### config.mk
export PLATFORM = sky130hd
export DESIGN_NAME = rca_addsub_arbiter
export DESIGN_NICKNAME = d
export VERILOG_FILES = /design/src/rtl/rca_addsub_arbiter.sv
export SDC_FILE = /design/constraint.sdc
export NUM_CORES = 1
export LEC_CHECK = 0
export ABC_AREA = 0
export CORE_AREA = 5 5 53 59
export DETAILED_ROUTE_END_ITERATION = 12
export DIE_AREA = 0 0 58 64
export PLACE_DENSITY = 0.78
export REMOVE_ABC_BUFFERS = 1
export SLEW_MARGIN = 30
export SYNTH_ARGS = -nofsm -noshare
export SYNTH_HDL_FRONTEND = slang
export SYNTH_SLANG_ARGS = --single-unit
### constraint.sdc
create_clock -name clk -period 6.8 [get_ports clk]
set_clock_uncertainty 0.05 [all_clocks]
set_input_delay 1.36 -clock clk [delete_from_list [all_inputs] [get_ports clk]]
set_output_delay 1.36 -clock clk [all_outputs]
set_load 0.01 [all_outputs]
### src/rtl/rca_addsub_arbiter.sv
// ---------------------------------------------------------------------------
// rca_addsub_arbiter
//   Two-port round-robin arbiter and sequencer for one shared WIDTH-bit
//   ripple-carry adder/subtractor.
//   Sequence: IDLE (accept) -> EXEC (compute) -> RESP (hold result).
//
//   Parameters
//     WIDTH       operand/result width (>= 2)
//
//   Ports
//     clk, rst_n                    clock, asynchronous active-low reset
//     reqN_valid/reqN_ready         request handshake, N = 0, 1
//     reqN_a, reqN_b, reqN_sub      operands; sub = 1 selects A - B
//     res_valid/res_ready           result handshake
//     res_sum, res_cout, res_id     registered sum, carry-out, requester id
//     res_ovf                       signed overflow (only with the macro)
//
//   Build option
//     RCA_ADDSUB_OVF_EN  adds the res_ovf output and its overflow register.
// ---------------------------------------------------------------------------
module rca_addsub_arbiter #(
    parameter int WIDTH = 4
) (
    input  logic             clk,
    input  logic             rst_n,
    input  logic             req0_valid,
    output logic             req0_ready,
    input  logic [WIDTH-1:0] req0_a,
    input  logic [WIDTH-1:0] req0_b,
    input  logic             req0_sub,
    input  logic             req1_valid,
    output logic             req1_ready,
    input  logic [WIDTH-1:0] req1_a,
    input  logic [WIDTH-1:0] req1_b,
    input  logic             req1_sub,
    output logic             res_valid,
    input  logic             res_ready,
    output logic [WIDTH-1:0] res_sum,
    output logic             res_cout,
    output logic             res_id
`ifdef RCA_ADDSUB_OVF_EN
    ,
    output logic             res_ovf
`endif
);

    typedef enum logic [1:0] {
        IDLE = 2'd0,
        EXEC = 2'd1,
        RESP = 2'd2
    } state_t;

    state_t state, state_next;

    logic [WIDTH-1:0] op_a, op_b;
    logic             op_sub, op_id;
    logic             last_id;
    logic             grant;
    logic             accept;
    logic [WIDTH-1:0] b_eff;
    logic [WIDTH-1:0] sum;
    logic [WIDTH:0]   carry;

    // Round robin: a lone requester wins; on a tie the one not served last wins.
    always_comb begin
        grant = 1'b0;
        if (req0_valid && req1_valid)
            grant = ~last_id;
        else if (req1_valid)
            grant = 1'b1;
    end

    // ---- state register ----
    always_ff @(posedge clk or negedge rst_n) begin
        if (!rst_n)
            state <= IDLE;
        else
            state <= state_next;
    end

    // ---- next-state logic ----
    always_comb begin
        state_next = state;
        case (state)
            IDLE:    if (req0_valid || req1_valid) state_next = EXEC;
            EXEC:    state_next = RESP;
            RESP:    if (res_ready) state_next = IDLE;
            default: state_next = IDLE;
        endcase
    end

    // ---- output logic ----
    // Ready is also gated by rst_n so both readys read 0 while reset is held.
    always_comb begin
        req0_ready = 1'b0;
        req1_ready = 1'b0;
        res_valid  = 1'b0;
        case (state)
            IDLE: begin
                req0_ready = rst_n & req0_valid & ~grant;
                req1_ready = rst_n & req1_valid &  grant;
            end
            RESP:    res_valid = 1'b1;
            default: ;
        endcase
    end

    assign accept = req0_ready | req1_ready;

    // Operand capture and arbitration history
    always_ff @(posedge clk or negedge rst_n) begin
        if (!rst_n) begin
            op_a    <= '0;
            op_b    <= '0;
            op_sub  <= 1'b0;
            op_id   <= 1'b0;
            last_id <= 1'b1;
        end else if (accept) begin
            op_a    <= grant ? req1_a   : req0_a;
            op_b    <= grant ? req1_b   : req0_b;
            op_sub  <= grant ? req1_sub : req0_sub;
            op_id   <= grant;
            last_id <= grant;
        end
    end

    // Shared ripple-carry unit: subtract is A + ~B + 1
    assign b_eff = op_b ^ {WIDTH{op_sub}};

    always_comb begin
        carry    = '0;
        sum      = '0;
        carry[0] = op_sub;
        for (int unsigned i = 0; i < WIDTH; i++) begin
            sum[i]     = op_a[i] ^ b_eff[i] ^ carry[i];
            carry[i+1] = (op_a[i] & b_eff[i]) | (op_a[i] & carry[i]) | (b_eff[i] & carry[i]);
        end
    end

    // Result registers load only in EXEC, so they stay stable through RESP.
    always_ff @(posedge clk or negedge rst_n) begin
        if (!rst_n) begin
            res_sum  <= '0;
            res_cout <= 1'b0;
            res_id   <= 1'b0;
        end else if (state == EXEC) begin
            res_sum  <= sum;
            res_cout <= carry[WIDTH];
            res_id   <= op_id;
        end
    end

`ifdef RCA_ADDSUB_OVF_EN
    // Signed overflow: carry into the MSB differs from carry out of it.
    always_ff @(posedge clk or negedge rst_n) begin
        if (!rst_n)
            res_ovf <= 1'b0;
        else if (state == EXEC)
            res_ovf <= carry[WIDTH] ^ carry[WIDTH-1];
    end
`else
    // No overflow output in this build.
`endif

endmodule
After elaboration in Yosys (flattened, before gate mapping)

Index checks and enable logic that the tools add are counted.

Register bits after elaboration: 19
Bits of input ports: 23
Output and inout bits: 9
Logic and storage cells: 64

Equal/unequal tests: 4
Multiplexer cells: 11
Bitwise operators: 36
Reduce and logical (&&, ||, !) cells: 4

Operators by type and width:

| cell                                                | count |
|---|---|
| AND 1 bit                                           | 16 |
| OR 1 bit                                            | 9 |
| two-way mux 4 bit                                   | 2 |
| XOR 1 bit                                           | 8 |
| two-way mux 1 bit                                   | 6 |
| one-hot mux 2 bit (3 select lines)                  | 1 |
| two-way mux 2 bit                                   | 2 |
| inequality test 2 bit, second input constant        | 2 |
| XOR 4 bit                                           | 1 |
| equality test 2 x 1 -> 1 bit, second input constant | 1 |
| equality test 2 bit, second input constant          | 1 |
| zero test 2 bit                                     | 1 |
| inverter 1 bit                                      | 2 |
| AND reduction 2 bit                                 | 1 |
| logical AND 1 bit                                   | 1 |
| logical OR 1 bit                                    | 1 |

Longest topological paths before layout

Depth in word-level cells: 13
Mapped depth: 7

Worst setup path after synthesis

OpenSTA, ideal clock, no wires.

Path kind: in2out
From: input port rst_n
To: output port req1_ready
Arrival time: 1.901 ns
Required time: 5.390 ns
Path slack: 3.489 ns
Stages on the path: 4
Path buffers: 1
Cells stage by stage: nor3b_2 -> nand3_1 -> buf_2 -> inv_1

Cells in the longest elaborated chain, start to end: 3

Ends and longest elaborated chain:

| element                 | line | RTL |
|---|---|---|
| start: declaration      | 25   | `input logic rst_n,` |
| AND 1 bit (2 in series) | 101  | `req1_ready = rst_n & req1_valid & grant;` |
| two-way mux 1 bit       | 98   | `case (state)` |
| end: declaration        | 32   | `output logic req1_ready,` |

No other way between the ends.

Worst setup path in the final report

Same ends and word-level chain as after synthesis.

==> metrics.yaml <==
critical_path:
  arrival_ns: 3.01
  cpLargestDelayFamily: "buffers and inverters"
  critPathBufInv: 3
  worst_setup_path_start_kind: "input port"
  worstRegToRegCells: 7
  slowest_delay_ns: 0.55
  critical_path.cell_chain: "buf_2 > nor3b_2 > nand3_1 > inv_1 > clkdlybuf4s50_1"
  worst-path-max-fanout: 21
  crit_type: "input port to primary output"
  endpoint_kind: "primary output"
  cp_slowest_cell: "clkdlybuf4s50_1"
  crit_required_ns: 5.39
  worst-path-stages: 5
logic_synthesis:
  synth_cell_types: 23
  synth-seq-cells: 19
  ys_seq_area_share_pct: 50.7
  yosysTopAreaCell: "dfrtp_1"
  async_flop_share_pct: 100
  syn_inst: 78
  synth_warnings: 0
  avgSynthCellArea_um2: 12.0
  synth.most_common_cell: "dfrtp_1"
  ys.flop_type: "dfrtp_1"
  synth_edf_count: 0
  yosys-top-cells-count: "dfrtp_1, or3_1, o221a_2"
  ys_top_cells_by_area: "dfrtp_1, o221a_2, fa_1"
  mappedNetlistArea_um2: 940
  synth_top_area_share_pct: 47.9
sta:
  rsz0062_at_grt: "false"
  min_period_ns: 4.42
  period_share_pct: 65.0
  hold_viol: 0
  finalMaxSlewViolations: 0
  fin_setup_tns_ns: 0
  fin_ws_ns: 2.38
  fmax_mhz: 226
  setup_violations: 0
  relSlewSlack_pct: 63.6
  worstMarginPinSlew_ns: 0.545
drt:
  drc: 0
  routed-via-count: 661
  wl_um: 1720
  viasPerCell: 4.76
  first_pass_iters: 2
  ant_nets: 0
  drt_iter0_markers: 7
  wl_per_cell_um: 12.4
clock_network:
  cts-root-buf: "clkbuf_4"
  cts_max_path_buffers: 2
  clk_latency_ns: 0.28
  cts.sinks: 19
  cts_htree_levels: 1
  cts-resized-gates: 0
  hold_buffers: 0
  tritoncts: "yes"
  path_clk_slew_ns: 0.09
  post_cts_buffers: 0
  cts_buffers: 3
die:
  dieArea_um2: 3710
  core_area_um2: 2470
  pin_count: 32
  die_h_um: 64
  die_w_um: 58
  num_rows: 19
  start_util_pct: 38.0
power_and_ir_drop:
  ir_drop_mv: 0.196
  p_per_area_nw_per_um2: 405
  p_leak_uw: 0.000523
  total_power_uw: 521
global_routing:
  grt_remaining_overflow: 0
  grt_pass1_vias: 723
  grt_util_all_layers_pct: 10.2
  antenna_found_initial: 0
  grt_start_max_net_pins: 22
  grt_pass1_wl_um: 2970
cells_and_area:
  drive_gt1_share_pct: 18.5
  num_antenna_cells: 0
  post-route-util_pct: 52.0
  finalNetCount: 135
  area_growth_pct: 36.9
min_path:
  hp-class: "register to register"
  whs_path_depth: 2
place:
  port_buffers: 31
  dp_hpwl_um: 1490
  dpl_worst_slack_ns: 1.64
  gp_congestion: 0.776
run:
  maxCapViolCount: 0
run_status:
  outcome: "completed"
through the flow:
stage	hold slack (ns)	cells	instance area (um2)
2_1_floorplan	0.393	73	916
3_3_place_gp	0.413	135	1260
3_5_place_dp	0.426	135	1260
4_1_cts	0.448	139	1290
5_1_grt	0.466	139	1290
6_report	0.438	139	1290
state kept, by name, indices dropped and copies added, names as in the netlist:
signal and cells:
op_a 4, op_b 4, res_sum 4, state 2, last_id 1, op_id 1, op_sub 1, res_cout 1
res_id 1
worst paths after layout:
path | start | to | slack (ns)
max in group asynchronous | rst_n | last_id | 5.42
setup reg to reg | op_b[0] | res_sum[3] | 4.55
setup / recovery | rst_n | req1_ready | 2.38
hold reg to reg | res_sum[0] | res_sum[0] | 0.44
hold / removal | res_sum[0] | res_sum[0] | 0.44
min in group asynchronous | rst_n | op_id | 0.95
per-layer routing:
layer  routed length [um]  vias up  global-route usage, %
met5                    0        -                      0
met4                    0        0                   3.48
li1                     -      337                      -
met3                  126        0                   3.62
met1                  795      299                   12.4
met2                  802       25                   16.7
cell families after synthesis:
group,after synthesis,share of synthesized area [%]
mux,5,5.99
fa+ha+maj,3,6.39
simple gates,24,15.2
compound gates,13,13.4
xor+xnor,4,3.73
buf+inv,10,4.53
flops,19,50.7
worst min-delay path: stages (launching register included):
cell	delay (ns)
dfrtp_1	0.35
nand2_1	0.04
o21ai_0	0.06
final cells by class:
| cell class | instances | area, um2 |
|---|---|---|
| Multi-Input combinational cell | 49 | 420 |
| Clock buffer | 4 | 26.3 |
| Inverter | 5 | 18.8 |
| Timing Repair Buffer | 31 | 305 |
| Tap cell | 31 | 38.8 |
| Fill cell | 234 | 1190 |
| Sequential cell | 19 | 477 |
cells in the final DEF (no fill, tap or decap):
cell type        instances
inv_1                    5
dfrtp_1                 18
mux2_2                   5
xor2_1                   2
clkbuf_1                 1
clkbuf_4                 3
nor3_1                   1
dfstp_2                  1
a22o_2                   1
o221a_1                  1
buf_2                    1
o21ai_0                  3
nand3_1                  1
o221a_2                  8
nand4bb_1                1
clkdlybuf4s50_1         30
nor2_1                   2
nand2_1                  5
xnor2_1                  2
nor3b_2                  1
or3_1                    9
or2b_1                   1
fa_1                     3
nand2b_1                 1
nor2b_1                  2
report_power, final:
group	total [uW]	internal, uW	switching, uW
combinational	250	150	100
sequential	218	172	45.7
clock	52.8	22.8	30.0
No activity file was read; power rests on OpenSTA's default activity.
